--- src/rtl/irrigation_pkg.sv ---
// Shared types and defaults for the irrigation valve controller.
// State encoding plus the counter-width helper used by pulse_to_level.
package irrigation_pkg;

  typedef enum logic [1:0] {
    IDLE     = 2'd0,
    SPRINKLE = 2'd1,
    DRIP     = 2'd2,
    GUARD    = 2'd3
  } p2l_state_e;

  localparam int unsigned GUARD_CYCLES_DEF  = 8;
  localparam int unsigned MAX_ON_CYCLES_DEF = 1000;

  // One spare bit so the largest load value never touches the sign/overflow edge.
  function automatic int cnt_width(input int unsigned a, input int unsigned b);
    return $clog2((a > b) ? a : b) + 1;
  endfunction

endpackage

--- src/rtl/pulse_to_level_if.sv ---
// Request/status bundle between an irrigation supervisor and pulse_to_level.
// The slave side is the valve controller; the master side issues requests.
interface pulse_to_level_if;
  import irrigation_pkg::*;

  logic pulse_as;
  logic pulse_gt;
  logic pulse_stop;
  logic tank_low;
  logic valve_as;
  logic valve_gt;
  logic busy;
  logic rej;
  logic tmo;

  modport master (
    output pulse_as, pulse_gt, pulse_stop, tank_low,
    input  valve_as, valve_gt, busy, rej, tmo
  );

  modport slave (
    input  pulse_as, pulse_gt, pulse_stop, tank_low,
    output valve_as, valve_gt, busy, rej, tmo
  );

endinterface

--- src/rtl/p2l_timer.sv ---
// Loadable saturating down-counter with a zero flag.
// Load has priority over decrement; the count sticks at zero instead of wrapping.
module p2l_timer #(
  parameter int CNT_W = 4
) (
  input  logic             clk,
  input  logic             rst,
  input  logic             load,
  input  logic [CNT_W-1:0] load_val,
  input  logic             en,
  output logic             zero
);

  localparam logic [CNT_W-1:0] ONE = CNT_W'(1);

  logic [CNT_W-1:0] cnt;

  always_ff @(posedge clk) begin
    if (rst) begin
      cnt <= '0;
    end else if (load) begin
      cnt <= load_val;
    end else if (en && (cnt != '0)) begin
      cnt <= cnt - ONE;
    end
  end

  assign zero = (cnt == '0);

endmodule

--- src/rtl/pulse_to_level.sv ---
// Converts one-cycle valve requests into registered valve levels with a post-close guard.
// Optional feature: define P2L_TIMEOUT_EN to force-close a valve after MAX_ON_CYCLES.
module pulse_to_level
  import irrigation_pkg::*;
#(
  parameter int unsigned GUARD_CYCLES  = GUARD_CYCLES_DEF,
  parameter int unsigned MAX_ON_CYCLES = MAX_ON_CYCLES_DEF
) (
  input  logic              clk,
  input  logic              rst,
  pulse_to_level_if.slave   bus
);

  localparam int CNT_W = cnt_width(GUARD_CYCLES, MAX_ON_CYCLES);
  localparam logic [CNT_W-1:0] GUARD_LOAD = CNT_W'(GUARD_CYCLES - 1);

  p2l_state_e state, state_nxt;
  logic       rej_nxt;
  logic       start;
  logic       active;
  logic       guard_load;
  logic       guard_zero;

  logic       valve_as_q;
  logic       valve_gt_q;
  logic       busy_q;
  logic       rej_q;

  assign start      = bus.pulse_as | bus.pulse_gt;
  assign active     = (state == SPRINKLE) || (state == DRIP);
  assign guard_load = (state_nxt == GUARD) && (state != GUARD);

  p2l_timer #(.CNT_W(CNT_W)) u_guard_timer (
    .clk      (clk),
    .rst      (rst),
    .load     (guard_load),
    .load_val (GUARD_LOAD),
    .en       (state == GUARD),
    .zero     (guard_zero)
  );

`ifdef P2L_TIMEOUT_EN
  localparam logic [CNT_W-1:0] ON_LOAD = CNT_W'(MAX_ON_CYCLES - 1);

  logic on_load;
  logic on_zero;
  logic tmo_nxt;
  logic tmo_q;

  // Counting down from MAX_ON_CYCLES-1 hits zero on the last permitted open cycle.
  assign on_load = ((state_nxt == SPRINKLE) || (state_nxt == DRIP)) && !active;

  p2l_timer #(.CNT_W(CNT_W)) u_on_timer (
    .clk      (clk),
    .rst      (rst),
    .load     (on_load),
    .load_val (ON_LOAD),
    .en       (active),
    .zero     (on_zero)
  );
`endif

  always_comb begin
    state_nxt = state;
    rej_nxt   = 1'b0;
`ifdef P2L_TIMEOUT_EN
    tmo_nxt   = 1'b0;
`endif
    case (state)
      IDLE: begin
        if (start) begin
          if (bus.tank_low) begin
            rej_nxt = 1'b1;
          end else if (bus.pulse_as) begin
            state_nxt = SPRINKLE;
            rej_nxt   = bus.pulse_gt;
          end else begin
            state_nxt = DRIP;
          end
        end
      end
      SPRINKLE, DRIP: begin
        rej_nxt = start;
        // A close request or dry tank outranks the timeout in the same cycle.
        if (bus.pulse_stop || bus.tank_low) begin
          state_nxt = GUARD;
        end
`ifdef P2L_TIMEOUT_EN
        else if (on_zero) begin
          state_nxt = GUARD;
          tmo_nxt   = 1'b1;
        end
`endif
      end
      GUARD: begin
        rej_nxt = start;
        if (guard_zero) begin
          state_nxt = IDLE;
        end
      end
      default: begin
        state_nxt = IDLE;
      end
    endcase
  end

  // Outputs are registered from the next state so they line up with the state register.
  always_ff @(posedge clk) begin
    if (rst) begin
      state      <= IDLE;
      valve_as_q <= 1'b0;
      valve_gt_q <= 1'b0;
      busy_q     <= 1'b0;
      rej_q      <= 1'b0;
    end else begin
      state      <= state_nxt;
      valve_as_q <= (state_nxt == SPRINKLE);
      valve_gt_q <= (state_nxt == DRIP);
      busy_q     <= (state_nxt != IDLE);
      rej_q      <= rej_nxt;
    end
  end

`ifdef P2L_TIMEOUT_EN
  always_ff @(posedge clk) begin
    if (rst) begin
      tmo_q <= 1'b0;
    end else begin
      tmo_q <= tmo_nxt;
    end
  end

  assign bus.tmo = tmo_q;
`else
  assign bus.tmo = 1'b0;
`endif

  assign bus.valve_as = valve_as_q;
  assign bus.valve_gt = valve_gt_q;
  assign bus.busy     = busy_q;
  assign bus.rej      = rej_q;

endmodule

--- src/flat_wrapper.sv ---
// flat-port wrapper written by rule: the top's interface ports become plain ports
module pulse_to_level_flat import irrigation_pkg::*;
#(
  parameter int unsigned GUARD_CYCLES  = GUARD_CYCLES_DEF,
  parameter int unsigned MAX_ON_CYCLES = MAX_ON_CYCLES_DEF
)
  (clk, rst, bus_pulse_as, bus_pulse_gt, bus_pulse_stop, bus_tank_low, bus_valve_as, bus_valve_gt, bus_busy, bus_rej, bus_tmo);
  pulse_to_level_if bus_i ();
  input  logic clk;
  input  logic rst;
  input wire logic [$bits(bus_i.pulse_as)-1:0] bus_pulse_as;
  input wire logic [$bits(bus_i.pulse_gt)-1:0] bus_pulse_gt;
  input wire logic [$bits(bus_i.pulse_stop)-1:0] bus_pulse_stop;
  input wire logic [$bits(bus_i.tank_low)-1:0] bus_tank_low;
  output wire logic [$bits(bus_i.valve_as)-1:0] bus_valve_as;
  output wire logic [$bits(bus_i.valve_gt)-1:0] bus_valve_gt;
  output wire logic [$bits(bus_i.busy)-1:0] bus_busy;
  output wire logic [$bits(bus_i.rej)-1:0] bus_rej;
  output wire logic [$bits(bus_i.tmo)-1:0] bus_tmo;
  assign bus_i.pulse_as = bus_pulse_as;
  assign bus_i.pulse_gt = bus_pulse_gt;
  assign bus_i.pulse_stop = bus_pulse_stop;
  assign bus_i.tank_low = bus_tank_low;
  assign bus_valve_as = bus_i.valve_as;
  assign bus_valve_gt = bus_i.valve_gt;
  assign bus_busy = bus_i.busy;
  assign bus_rej = bus_i.rej;
  assign bus_tmo = bus_i.tmo;
  pulse_to_level #(.GUARD_CYCLES(GUARD_CYCLES), .MAX_ON_CYCLES(MAX_ON_CYCLES)) u_core (.clk(clk), .rst(rst), .bus(bus_i));
endmodule
--- config.mk ---
export PLATFORM = sky130hd
export DESIGN_NAME = pulse_to_level_flat
export DESIGN_NICKNAME = d
export VERILOG_FILES = /design/src/rtl/irrigation_pkg.sv /design/src/rtl/pulse_to_level_if.sv /design/src/rtl/p2l_timer.sv /design/src/rtl/pulse_to_level.sv /design/src/flat_wrapper.sv
export SDC_FILE = /design/constraint.sdc
export NUM_CORES = 1
export LEC_CHECK = 0
export BUFFER_PORTS_ARGS = -buffer_cell sky130_fd_sc_hd__buf_2
export CORE_AREA = 5 5 69 71
export DETAILED_ROUTE_END_ITERATION = 8
export DIE_AREA = 0 0 74 76
export PLACE_DENSITY = 0.4
export SLEW_MARGIN = 0
export SYNTH_ARGS = -nofsm -noshare
export SYNTH_HDL_FRONTEND = slang
export SYNTH_SLANG_ARGS = --single-unit
--- constraint.sdc ---
create_clock -name clk -period 2.05 [get_ports clk]
set_input_delay 0.3075 -clock clk [delete_from_list [all_inputs] [get_ports clk]]
set_output_delay 0.3075 -clock clk [all_outputs]
set_load 0.05 [all_outputs]
==> impl_metrics.prom, run 1 <==
# TYPE chip_impl_metric gauge
chip_impl_info{name="run_status",value="completed"} 1
chip_impl_metric{name="seq_power_share",unit=""} 0.283
chip_impl_metric{name="grt_antenna_before_repair",unit=""} 0
chip_impl_metric{name="final-hold-violation-count",unit=""} 0
chip_impl_metric{name="holdWs",unit="ns"} 0.428
chip_impl_info{name="dominantRegCellSynth",value="dfxtp_1"} 1
chip_impl_metric{name="finalWorstSetupSlack",unit="ns"} 0.0385
chip_impl_metric{name="via_count_of_the_first_global_routing_pass",unit=""} 947
chip_impl_info{name="rsz0062_at_grt",value="true"} 1
chip_impl_metric{name="grt_first_pass_wirelength",unit="um"} 4470
chip_impl_info{name="crit-reg2reg-launch",value="u_core.u_guard_timer.cnt[7]"} 1
chip_impl_metric{name="design_internal_power",unit="uW"} 838
chip_impl_metric{name="p_switching",unit="uW"} 655
chip_impl_metric{name="mean_syn_cell_area",unit="um2"} 9.16
chip_impl_info{name="synth_top_cells_by_area",value="dfxtp_1, a211oi_1, ha_1"} 1
chip_impl_metric{name="placement.cell_area",unit="mm2"} 0.00121
chip_impl_metric{name="antennaDiodeCount",unit=""} 0
chip_impl_metric{name="irDropWorstVdd",unit="V"} 0.000566
chip_impl_metric{name="tcrit_tclk_final",unit=""} 0.981
chip_impl_metric{name="grt_util_all_layers",unit=""} 0.104
chip_impl_metric{name="die_y",unit="um"} 76
chip_impl_metric{name="grt_remaining_overflow",unit=""} 0
chip_impl_metric{name="route.vias.total",unit=""} 913
chip_impl_metric{name="routedWlPerCell",unit="um"} 13.9
chip_impl_metric{name="grt_max_degree",unit=""} 16
chip_impl_info{name="synth.most_common_cell",value="dfxtp_1"} 1
chip_impl_metric{name="maxCapViolations",unit=""} 0
chip_impl_metric{name="die-width",unit="um"} 74
chip_impl_metric{name="cts.hold.buffers_added",unit=""} 0
chip_impl_metric{name="tightest_slew",unit="ns"} 0.508
chip_impl_metric{name="rows",unit=""} 24
chip_impl_metric{name="die_area",unit="mm2"} 0.00562
chip_impl_info{name="timing_worst_setup_path_type",value="reg -> reg"} 1
chip_impl_metric{name="cts_clk_pin_slew_worst_paths",unit="ns"} 0.08
chip_impl_metric{name="design.portCount",unit=""} 11
chip_impl_metric{name="areaGrowthSynthToFinish",unit="%"} 37.2
chip_impl_info{name="netlist.top_cell.by_area",value="dfxtp_1"} 1
chip_impl_metric{name="vias_per_cell",unit=""} 4.91
chip_impl_metric{name="first_iter_violations",unit=""} 31
chip_impl_metric{name="antenna_left",unit=""} 0
chip_impl_metric{name="tritoncts_num_sinks",unit=""} 17
chip_impl_metric{name="count_of_pins_over_their_slew_limit",unit=""} 0
chip_impl_metric{name="final_layout_size_suffix_gt1_frac",unit=""} 0.425
chip_impl_metric{name="finalCriticalPeriod",unit="ns"} 2.01
chip_impl_info{name="nature_of_the_critical_path_startpoint",value="register"} 1
chip_impl_metric{name="part_of_the_yosys_area_used_for_sequential_elements",unit=""} 0.351
chip_impl_metric{name="slew-limit-headroom",unit=""} 0.660
chip_impl_metric{name="route.detailed.drc",unit=""} 0
chip_impl_metric{name="synth.distinct_cells",unit=""} 46
chip_impl_metric{name="synthesis.nets",unit=""} 117
chip_impl_metric{name="synth_top_area_share",unit=""} 0.351
chip_impl_metric{name="report.power.total",unit="uW"} 1490
chip_impl_metric{name="instances_no_fill",unit=""} 186
chip_impl_metric{name="timing.critical_path.fanout_max",unit=""} 2
chip_impl_metric{name="worst-endpoint-required",unit="ns"} 2.23
chip_impl_metric{name="max_freq",unit="MHz"} 497
chip_impl_metric{name="power.density",unit="mW/mm2"} 1120
chip_impl_info{name="worstHoldPathType",value="in -> reg"} 1
chip_impl_metric{name="synth_edf_count",unit=""} 0
chip_impl_info{name="cts_tree",value="done"} 1
chip_impl_metric{name="num-nets-final",unit=""} 146
chip_impl_metric{name="final_cell_area",unit="mm2"} 0.00133
chip_impl_metric{name="ff_latch_count_synth",unit=""} 17
chip_impl_metric{name="cts_post_setup_buffers_inserted",unit=""} 0
chip_impl_info{name="critical_path.startpoint",value="u_core.u_guard_timer.cnt[7]"} 1
chip_impl_metric{name="dp_hpwl",unit="um"} 2000
chip_impl_metric{name="insertion_delay",unit="ns"} 0.26
chip_impl_metric{name="placement.setup.worst_slack",unit="ns"} -0.0491
chip_impl_metric{name="finalSetupViolCount",unit=""} 0
chip_impl_metric{name="core_area",unit="mm2"} 0.00417
chip_impl_metric{name="final_routed_wirelength",unit="um"} 2590
chip_impl_metric{name="htree_levels",unit=""} 1
chip_impl_info{name="hp-start",value="bus_pulse_gt"} 1
chip_impl_metric{name="leakagePower",unit="uW"} 0.000512
chip_impl_info{name="cts-root-buf",value="clkbuf_8"} 1
chip_impl_info{name="end_kind",value="register"} 1
chip_impl_metric{name="power_frac_clock",unit=""} 0.181
chip_impl_info{name="synth.cells.most_frequent",value="dfxtp_1, a211oi_1, inv_1"} 1
chip_impl_metric{name="place_congestion",unit=""} 0.758
chip_impl_metric{name="port_buffers",unit=""} 9
chip_impl_metric{name="syn-cell-area",unit="um2"} 971
chip_impl_metric{name="number_of_instances_in_the_synthesized_netlist",unit=""} 106
chip_impl_metric{name="cts_buffer_count",unit=""} 3
chip_impl_metric{name="synthArstFlopShare",unit=""} 0
chip_impl_metric{name="yosysWarningCount",unit=""} 0
chip_impl_metric{name="worstPathArrival",unit="ns"} 2.19
chip_impl_metric{name="clock_skew",unit="ns"} 0.00476
chip_impl_metric{name="cts_max_path_buffers",unit=""} 2
chip_impl_metric{name="power.combinational.fraction",unit=""} 0.536
chip_impl_metric{name="initial_core_util",unit=""} 0.233
chip_impl_metric{name="numPlacedInstances",unit=""} 182
chip_impl_metric{name="switching_portion_of_total_power",unit=""} 0.439
chip_impl_metric{name="drt_first_pass_iters",unit=""} 4
## layer usage
| layer | GRT usage | routed length [um] | up-vias |
|---|---|---|---|
| li1 | - | - | 465 |
| met1 | 0.129 | 1150 | 427 |
| met2 | 0.168 | 1290 | 17 |
| met3 | 0.0172 | 85 | 4 |
| met4 | 0.0543 | 56 | 0 |
| met5 | 0 | 0 | - |
## worst max-delay path, cell delays in order, from the launching register on
cell,delay [ns]
dfxtp_1,0.32
or4_4,0.54
or4_4,0.50
or3_4,0.37
a221oi_2,0.21
## path summary, 6_finish.rpt
path,to,slack [ns],depth (start not counted)
max,u_core.u_guard_timer.cnt[10],0.04,4
min,u_core.bus.rej,0.43,3
max reg2reg,u_core.u_guard_timer.cnt[10],0.04,4
min reg2reg,u_core.u_guard_timer.cnt[10],0.54,2
## cells in the final DEF, fill, tap and decap left out, types with 2 or more instances in the layout
cell type,Yosys,layout
inv_1,9,9
ha_1,5,5
nand2_1,3,3
or2_2,2,2
buf_4,1,20
nor4_1,3,3
or4_4,1,2
nor2_1,3,3
mux2i_1,2,2
dfxtp_1,17,14
a21oi_1,6,5
xnor2_1,3,3
dfxtp_2,0,3
buf_2,1,9
o21ai_0,2,2
clkbuf_8,0,3
a211o_1,2,2
a221oi_2,1,3
or3_2,2,2
a211oi_1,10,8
or3_1,3,2
## power by group through the flow
| stage | clock network [uW] | logic [uW] | registers (uW) |
|---|---|---|---|
| after floorplan | 0 | 386 | 513 |
| after global placement | 0 | 717 | 427 |
| after detailed placement | 0 | 720 | 428 |
| after CTS | 277 | 765 | 421 |
| after global routing | 288 | 876 | 429 |
| final | 271 | 800 | 422 |
## per-stage QoR
stage	setup TNS, ns	util
floorplan	-0.0189	-
global placement	-0.00947	0.291
detailed placement	-0.296	0.291
CTS	0	0.308
global route	-0.0115	0.319
finish	0	0.319
## timing repair
action                     4_1_cts  5_1_grt
gates resized for setup          6       10
setup endpoints to repair       12       16
pin swaps                        1        0
gates cloned                     0        0
## layout make-up
cell class / count / area [um2]
sequential: 17 / 344
inverter: 9 / 33.8
multi-input combinational: 75 / 648
fill: 449 / 2840
clock buffer: 3 / 41.3
tap: 52 / 65.1
timing repair buffer: 29 / 195
clock inverter: 1 / 5.00
## registers in the layout, indices dropped and copies added, names as in the netlist
name                      count
u_core.u_guard_timer.cnt     11
u_core.bus.rej                1
u_core.bus.valve_as           1
u_core.bus.valve_gt           1
u_core.bus.busy               1
u_core.state                  2
## kinds of logic after synthesis
logic type                 count (synthesis)  synth area share
DFF                                       17             0.351
buffers and inverters                     14            0.0593
AOI/OAI and AO/OA                         36             0.282
and+or+nand+nor                           27             0.182
adders and majority gates                  6            0.0747
xor gates and xnor gates                   3            0.0271
muxes                                      2            0.0206
other                                      1           0.00386
No activity file was read; power rests on OpenSTA's default activity.
==> inputs of run 2 (changes only) <==
--- a/config.mk
+++ b/config.mk
@@ -10,6 +10,7 @@
 export DETAILED_ROUTE_END_ITERATION = 8
 export DIE_AREA = 0 0 74 76
 export PLACE_DENSITY = 0.4
+export SETUP_SLACK_MARGIN = 0.5
 export SLEW_MARGIN = 0
 export SYNTH_ARGS = -nofsm -noshare
 export SYNTH_HDL_FRONTEND = slang
==> run 2 against run 1 <==
Effect of this change: final cell count rose by 7.0%; via count increased by 10%; clock skew decreased by 0.0038 ns; global-route usage up 0.87 points; maximum frequency grew 2.8%; wire length is 16% higher.
==> impl_metrics.prom, run 2 (synthesis results as in run 1) <==
# TYPE chip_impl_metric gauge
chip_impl_metric{name="regToRegSetupSlack",unit="ns"} 0.09
chip_impl_metric{name="initial_core_util",unit=""} 0.233
chip_impl_metric{name="max_freq",unit="MHz"} 511
chip_impl_metric{name="hold-path-cell-count",unit=""} 3
chip_impl_info{name="cts-root-buf",value="clkbuf_8"} 1
chip_impl_metric{name="maxCapViolations",unit=""} 0
chip_impl_metric{name="finalCriticalPeriod",unit="ns"} 1.96
chip_impl_metric{name="tritoncts_num_sinks",unit=""} 17
chip_impl_metric{name="report.power.total",unit="uW"} 1910
chip_impl_metric{name="largest_register_ff_count",unit=""} 11
chip_impl_metric{name="leakagePower",unit="uW"} 0.000625
chip_impl_metric{name="grt_use_met3",unit=""} 0.0198
chip_impl_metric{name="finalWorstSetupSlack",unit="ns"} 0.0934
chip_impl_metric{name="timing.reg2reg.worst_path_depth",unit=""} 7
chip_impl_metric{name="grt_util_all_layers",unit=""} 0.112
chip_impl_metric{name="first_iter_violations",unit=""} 28
chip_impl_metric{name="grt_first_pass_wirelength",unit="um"} 4860
chip_impl_info{name="final_common_cell",value="buf_4"} 1
chip_impl_info{name="grt.busiest_layer",value="met2"} 1
chip_impl_metric{name="timing.critical_path.fanout_max",unit=""} 5
chip_impl_metric{name="core_area",unit="mm2"} 0.00417
chip_impl_metric{name="clock_skew",unit="ns"} 0.000929
chip_impl_metric{name="instances_no_fill",unit=""} 199
chip_impl_metric{name="slew-limit-headroom",unit=""} 0.650
chip_impl_metric{name="count_of_pins_over_their_slew_limit",unit=""} 0
chip_impl_info{name="nature_of_the_critical_path_startpoint",value="register"} 1
chip_impl_metric{name="vias_per_cell",unit=""} 5.05
chip_impl_metric{name="final_layout_size_suffix_gt1_frac",unit=""} 0.626
chip_impl_metric{name="design.portCount",unit=""} 11
chip_impl_info{name="crit-reg2reg-launch",value="u_core.u_guard_timer.cnt[1]"} 1
chip_impl_metric{name="final-hold-violation-count",unit=""} 0
chip_impl_metric{name="cts_buffer_count",unit=""} 3
chip_impl_info{name="timing_worst_setup_path_type",value="reg -> reg"} 1
chip_impl_metric{name="grt_max_degree",unit=""} 17
chip_impl_metric{name="htree_levels",unit=""} 1
chip_impl_metric{name="power.density",unit="mW/mm2"} 1160
chip_impl_info{name="end_kind",value="register"} 1
chip_impl_metric{name="placement.setup.worst_slack",unit="ns"} -0.0797
chip_impl_metric{name="die_area",unit="mm2"} 0.00562
chip_impl_metric{name="num-nets-final",unit=""} 159
chip_impl_metric{name="tcrit_tclk_final",unit=""} 0.954
chip_impl_metric{name="die-width",unit="um"} 74
chip_impl_metric{name="finalSetupViolCount",unit=""} 0
chip_impl_metric{name="antennaDiodeCount",unit=""} 0
chip_impl_metric{name="routedWlPerCell",unit="um"} 15.1
chip_impl_metric{name="grt_util_met2",unit=""} 0.180
chip_impl_metric{name="cts_max_path_buffers",unit=""} 2
chip_impl_info{name="hp-start",value="bus_pulse_gt"} 1
chip_impl_metric{name="groute.layer.met1.usage",unit=""} 0.147
chip_impl_metric{name="worstPathArrival",unit="ns"} 2.10
chip_impl_metric{name="grt_antenna_before_repair",unit=""} 0
chip_impl_metric{name="setup-tns-final",unit="ns"} 0
chip_impl_metric{name="irDropWorstVdd",unit="V"} 0.000729
chip_impl_info{name="cts_tree",value="done"} 1
chip_impl_metric{name="rows",unit=""} 24
chip_impl_metric{name="insertion_delay",unit="ns"} 0.25
chip_impl_metric{name="die_y",unit="um"} 76
chip_impl_metric{name="via_count_of_the_first_global_routing_pass",unit=""} 1000
chip_impl_info{name="crit-reg2reg-capture",value="u_core.bus.valve_as"} 1
chip_impl_metric{name="cts.hold.buffers_added",unit=""} 0
chip_impl_info{name="run_status",value="completed"} 1
chip_impl_info{name="registers.top_by_ff_count",value="u_core.u_guard_timer.cnt"} 1
chip_impl_metric{name="areaGrowthSynthToFinish",unit="%"} 70.1
chip_impl_metric{name="cts_clk_pin_slew_worst_paths",unit="ns"} 0.07
chip_impl_metric{name="dp_hpwl",unit="um"} 1920
chip_impl_metric{name="drt_first_pass_iters",unit=""} 4
chip_impl_metric{name="route.detailed.drc",unit=""} 0
chip_impl_metric{name="antenna_left",unit=""} 0
chip_impl_info{name="mostFrequentLayoutCells",value="buf_4, dfxtp_1, buf_2, a211oi_2"} 1
chip_impl_metric{name="worst-endpoint-required",unit="ns"} 2.20
chip_impl_info{name="worstHoldPathType",value="in -> reg"} 1
chip_impl_info{name="hold_end",value="u_core.bus.rej"} 1
chip_impl_info{name="registers_with_the_most_flip_flops",value="u_core.u_guard_timer.cnt: 11 flops, u_core.state: 2 flops"} 1
chip_impl_metric{name="place_congestion",unit=""} 0.787
chip_impl_metric{name="holdWs",unit="ns"} 0.427
chip_impl_metric{name="route.vias.total",unit=""} 1004
chip_impl_metric{name="numPlacedInstances",unit=""} 183
chip_impl_metric{name="final_routed_wirelength",unit="um"} 3000
chip_impl_info{name="rsz0062_at_grt",value="true"} 1
chip_impl_metric{name="port_buffers",unit=""} 9
chip_impl_metric{name="tightest_slew",unit="ns"} 0.522
chip_impl_metric{name="grt_remaining_overflow",unit=""} 0
[run 2: final cells by class]
| type | instances | area (um2) |
|---|---|---|
| fillers | 418 | 2520 |
| clock inverters | 1 | 5.00 |
| multi-input cells | 76 | 851 |
| flip-flops and latches | 17 | 347 |
| clock buffers | 3 | 41.3 |
| repair buffers | 41 | 309 |
| well taps | 52 | 65.1 |
| inverters | 9 | 33.8 |
[run 2: per-layer routing]
layer | up-vias | routed length [um]
met1 | 498 | 1320
met3 | 4 | 52
met5 | - | 0
met2 | 9 | 1580
met4 | 0 | 44
li1 | 493 | -
[run 2: how the worst max path moves through the flow]
stage / startpoint / end / slack, ns / cells past startpoint
after global routing: u_core.u_guard_timer.cnt[1] / u_core.bus.valve_as / 0.03 / 7
final: u_core.u_guard_timer.cnt[1] / u_core.bus.valve_as / 0.09 / 7
after detailed placement: u_core.u_guard_timer.cnt[0] / u_core.u_guard_timer.cnt[3] / -0.08 / 7
after global placement: u_core.u_guard_timer.cnt[0] / u_core.u_guard_timer.cnt[3] / -0.10 / 7
after floorplan: u_core.u_guard_timer.cnt[5] / u_core.u_guard_timer.cnt[10] / -0.02 / 5
after CTS: u_core.u_guard_timer.cnt[7] / u_core.u_guard_timer.cnt[10] / 0.09 / 4
[run 2: where the power goes]
part	internal [uW]	switching (uW)	total, uW
clock network	135	116	251
registers	394	31.4	426
logic	541	695	1240
total	1070	843	1910
[run 2: worst max-delay path, cell delays in order, from the launching register on]
cell and delay (ns):
dfxtp_2 0.33, inv_2 0.07, ha_4 0.14, or4b_4 0.48
o31ai_4 0.24, buf_6 0.15, a2111o_1 0.24, and3b_1 0.20
[run 2: through the flow]
stage / area, um2 / utilization
2_1_floorplan: 990 / -
3_3_place_gp: 1230 / 0.294
3_5_place_dp: 1230 / 0.294
4_1_cts: 1460 / 0.351
5_1_grt: 1650 / 0.396
6_report: 1650 / 0.396
[run 2: timing repair]
action / 4_1_cts / 5_1_grt
gates resized for setup: 24 / 29
buffers inserted: 7 / 4
gates cloned: 1 / 0
setup endpoints to repair: 16 / 16
pin swaps: 4 / 15
==> inputs of run 3 (changes only) <==
--- a/config.mk
+++ b/config.mk
@@ -6,10 +6,10 @@
 export NUM_CORES = 1
 export LEC_CHECK = 0
 export BUFFER_PORTS_ARGS = -buffer_cell sky130_fd_sc_hd__buf_2
-export CORE_AREA = 5 5 69 71
+export CORE_AREA = 5 5 51 53
 export DETAILED_ROUTE_END_ITERATION = 8
-export DIE_AREA = 0 0 74 76
-export PLACE_DENSITY = 0.4
+export DIE_AREA = 0 0 56 58
+export PLACE_DENSITY = 0.68
 export SETUP_SLACK_MARGIN = 0.5
 export SLEW_MARGIN = 0
 export SYNTH_ARGS = -nofsm -noshare
==> run 3 against run 2 <==
Effect of this change: the flow now finishes with violations (setup timing); worst hold slack got worse by 0.012 ns; final cell count decreased by 16%; wire length increased by 4.8%; global-route usage increased by 5.7 points; sequential power increased by 4%; count of clock-buffer cells in the layout unchanged; via count increased by 0.40%; setup slack got worse by 0.10 ns; utilization increased by 35 points; total power decreased by 2.3%; combinational power about the same; highest routed layer unchanged.
==> impl_metrics.prom, run 3 (synthesis results as in run 1) <==
# TYPE chip_impl_metric gauge
chip_impl_info{name="run_status",value="finished with violations"} 1
chip_impl_info{name="failing_checks",value="setup timing"} 1
chip_impl_metric{name="power.density",unit="mW/mm2"} 1180
chip_impl_metric{name="initial_core_util",unit=""} 0.461
chip_impl_metric{name="vias_per_cell",unit=""} 6.04
chip_impl_metric{name="cts_clk_pin_slew_worst_paths",unit="ns"} 0.11
chip_impl_metric{name="die_y",unit="um"} 58
chip_impl_metric{name="cts_max_path_buffers",unit=""} 2
chip_impl_metric{name="worstPathArrival",unit="ns"} 2.27
chip_impl_metric{name="port_buffers",unit=""} 9
chip_impl_info{name="critical_path.startpoint",value="u_core.u_guard_timer.cnt[5]"} 1
chip_impl_metric{name="clock_skew",unit="ns"} 0.0139
chip_impl_info{name="registers.top_by_ff_count",value="u_core.u_guard_timer.cnt"} 1
chip_impl_info{name="end_kind",value="register"} 1
chip_impl_metric{name="cts.hold.buffers_added",unit=""} 0
chip_impl_metric{name="grt_max_degree",unit=""} 17
chip_impl_metric{name="grt_first_pass_wirelength",unit="um"} 4430
chip_impl_metric{name="tcrit_tclk_final",unit=""} 1.01
chip_impl_metric{name="final-hold-violation-count",unit=""} 0
chip_impl_metric{name="route.vias.total",unit=""} 1008
chip_impl_metric{name="design.portCount",unit=""} 11
chip_impl_metric{name="worst-endpoint-required",unit="ns"} 2.26
chip_impl_info{name="nature_of_the_critical_path_startpoint",value="register"} 1
chip_impl_metric{name="route.detailed.drc",unit=""} 0
chip_impl_metric{name="finalCoreUtilization",unit=""} 0.750
chip_impl_metric{name="fillerInstances",unit=""} 126
chip_impl_metric{name="finalSetupViolCount",unit=""} 1
chip_impl_info{name="timing.critical_path.mode_cell",value="or4_4"} 1
chip_impl_metric{name="finalCriticalPeriod",unit="ns"} 2.06
chip_impl_metric{name="place_congestion",unit=""} 0.892
chip_impl_info{name="worstHoldPathType",value="in -> reg"} 1
chip_impl_info{name="cts-root-buf",value="clkbuf_4"} 1
chip_impl_metric{name="cts_buffer_count",unit=""} 3
chip_impl_info{name="crit-reg2reg-capture",value="u_core.u_guard_timer.cnt[10]"} 1
chip_impl_info{name="registers_with_the_most_flip_flops",value="u_core.u_guard_timer.cnt: 11 flops, u_core.state: 2 flops"} 1
chip_impl_metric{name="htree_levels",unit=""} 1
chip_impl_info{name="cts_tree",value="done"} 1
chip_impl_info{name="timing_worst_setup_path_type",value="reg -> reg"} 1
chip_impl_metric{name="first_iter_violations",unit=""} 27
chip_impl_metric{name="dp_hpwl",unit="um"} 1820
chip_impl_metric{name="grt_antenna_before_repair",unit=""} 0
chip_impl_metric{name="leakagePower",unit="uW"} 0.000579
chip_impl_metric{name="core_area",unit="mm2"} 0.00211
chip_impl_metric{name="insertion_delay",unit="ns"} 0.30
chip_impl_metric{name="drt_first_pass_iters",unit=""} 4
chip_impl_metric{name="numPlacedInstances",unit=""} 155
chip_impl_metric{name="areaGrowthSynthToFinish",unit="%"} 62.6
chip_impl_metric{name="timing.critical_path.fanout_max",unit=""} 2
chip_impl_metric{name="grt_util_all_layers",unit=""} 0.169
chip_impl_metric{name="die_area",unit="mm2"} 0.00325
chip_impl_info{name="critical_path.slowest_cell",value="or4_4"} 1
chip_impl_metric{name="antennaDiodeCount",unit=""} 0
chip_impl_metric{name="routedWlPerCell",unit="um"} 18.8
chip_impl_metric{name="rows",unit=""} 17
chip_impl_metric{name="max_freq",unit="MHz"} 485
chip_impl_metric{name="irDropWorstVdd",unit="V"} 0.000973
chip_impl_metric{name="final_layout_size_suffix_gt1_frac",unit=""} 0.633
chip_impl_info{name="critPathCapture",value="u_core.u_guard_timer.cnt[10]"} 1
chip_impl_metric{name="count_of_pins_over_their_slew_limit",unit=""} 0
chip_impl_metric{name="grt_remaining_overflow",unit=""} 0
chip_impl_metric{name="timing.reg2reg.worst_path_depth",unit=""} 4
chip_impl_metric{name="num-nets-final",unit=""} 151
chip_impl_metric{name="finalWorstSetupSlack",unit="ns"} -0.0107
chip_impl_metric{name="largest_register_ff_count",unit=""} 11
chip_impl_metric{name="placement.setup.worst_slack",unit="ns"} -0.0346
chip_impl_metric{name="maxCapViolations",unit=""} 0
chip_impl_info{name="mostFrequentLayoutCells",value="buf_4, dfxtp_1, buf_2, a211oi_2"} 1
chip_impl_metric{name="antenna_left",unit=""} 0
chip_impl_info{name="crit-reg2reg-launch",value="u_core.u_guard_timer.cnt[5]"} 1
chip_impl_info{name="crit_path_cell_trace",value="or4_4 -> or4_4 -> or3_4 -> a221oi_2"} 1
chip_impl_info{name="rsz0062_at_grt",value="true"} 1
chip_impl_metric{name="die-width",unit="um"} 56
chip_impl_metric{name="tritoncts_num_sinks",unit=""} 17
chip_impl_metric{name="max_stage_delay",unit="ns"} 0.54
chip_impl_metric{name="setup-tns-final",unit="ns"} -0.0107
chip_impl_metric{name="instances_no_fill",unit=""} 167
chip_impl_metric{name="regToRegSetupSlack",unit="ns"} -0.01
chip_impl_metric{name="via_count_of_the_first_global_routing_pass",unit=""} 993
chip_impl_metric{name="final_routed_wirelength",unit="um"} 3140
chip_impl_info{name="final_common_cell",value="buf_4"} 1
-- run 3: cell count changes in the layout (fill, tap and decap cells not counted), sizes merged --
cell	change
clkinvlp	+1
inv	-1
buf	-8
-- run 3: report_power, final --
group	total (uW)	internal, uW	switching [uW]
Combinational	1240	539	700
Clock	185	72.8	112
Sequential	443	398	45.2
-- run 3: timing repair --
item                       in CTS  in global routing
setup endpoints to repair      16                 16
resized for setup              26                 37
cloned                          1                  0
setup buffers                   0                  7
pin swaps                       7                 18
-- run 3: worst min-delay path by stage --
| stage | startpoint | end | cells after the start |
|---|---|---|---|
| 2_1_floorplan | u_core.u_guard_timer.cnt[10] | u_core.u_guard_timer.cnt[10] | 2 |
| 3_3_place_gp | u_core.u_guard_timer.cnt[10] | u_core.u_guard_timer.cnt[10] | 2 |
| 3_5_place_dp | u_core.u_guard_timer.cnt[10] | u_core.u_guard_timer.cnt[10] | 2 |
| 4_1_cts | bus_pulse_gt | u_core.bus.rej | 3 |
| 5_1_grt | bus_pulse_gt | u_core.bus.rej | 3 |
| 6_report | bus_pulse_gt | u_core.bus.rej | 3 |
-- run 3: cell type report --
cell class / count / area [um2] / area share
sequential: 17 / 350 / 0.222
inverter: 9 / 40.0 / 0.0254
multi-input combinational: 76 / 870 / 0.551
timing repair buffer: 33 / 256 / 0.162
clock buffer: 3 / 22.5 / 0.0143
tap: 28 / 35.0 / 0.0222
clock inverter: 1 / 5.00 / 0.00317
-- run 3: layer usage --
metal	wire, um	GRT usage	part of all wire
met1	1260	0.197	0.40
met2	1660	0.306	0.53
met3	117	0.0267	0.037
met4	111	0.0746	0.035
met5	0	0	0
-- run 3: through the flow --
step                area [um2]  total power (uW)  hold slack [ns]
finish                    1580              1870            0.416
global route              1580              1970            0.411
CTS                       1340              1490            0.377
detailed placement        1170              1140            0.524
global placement          1170              1110            0.506
floorplan                  990               906            0.474
-- run 3: critical path, delay by kind of cell (launching register included) --
family	cells	cell delay (ns)
AOI/OAI and AO/OA	1	0.25
DFF	1	0.34
and+or+nand+nor	3	1.38
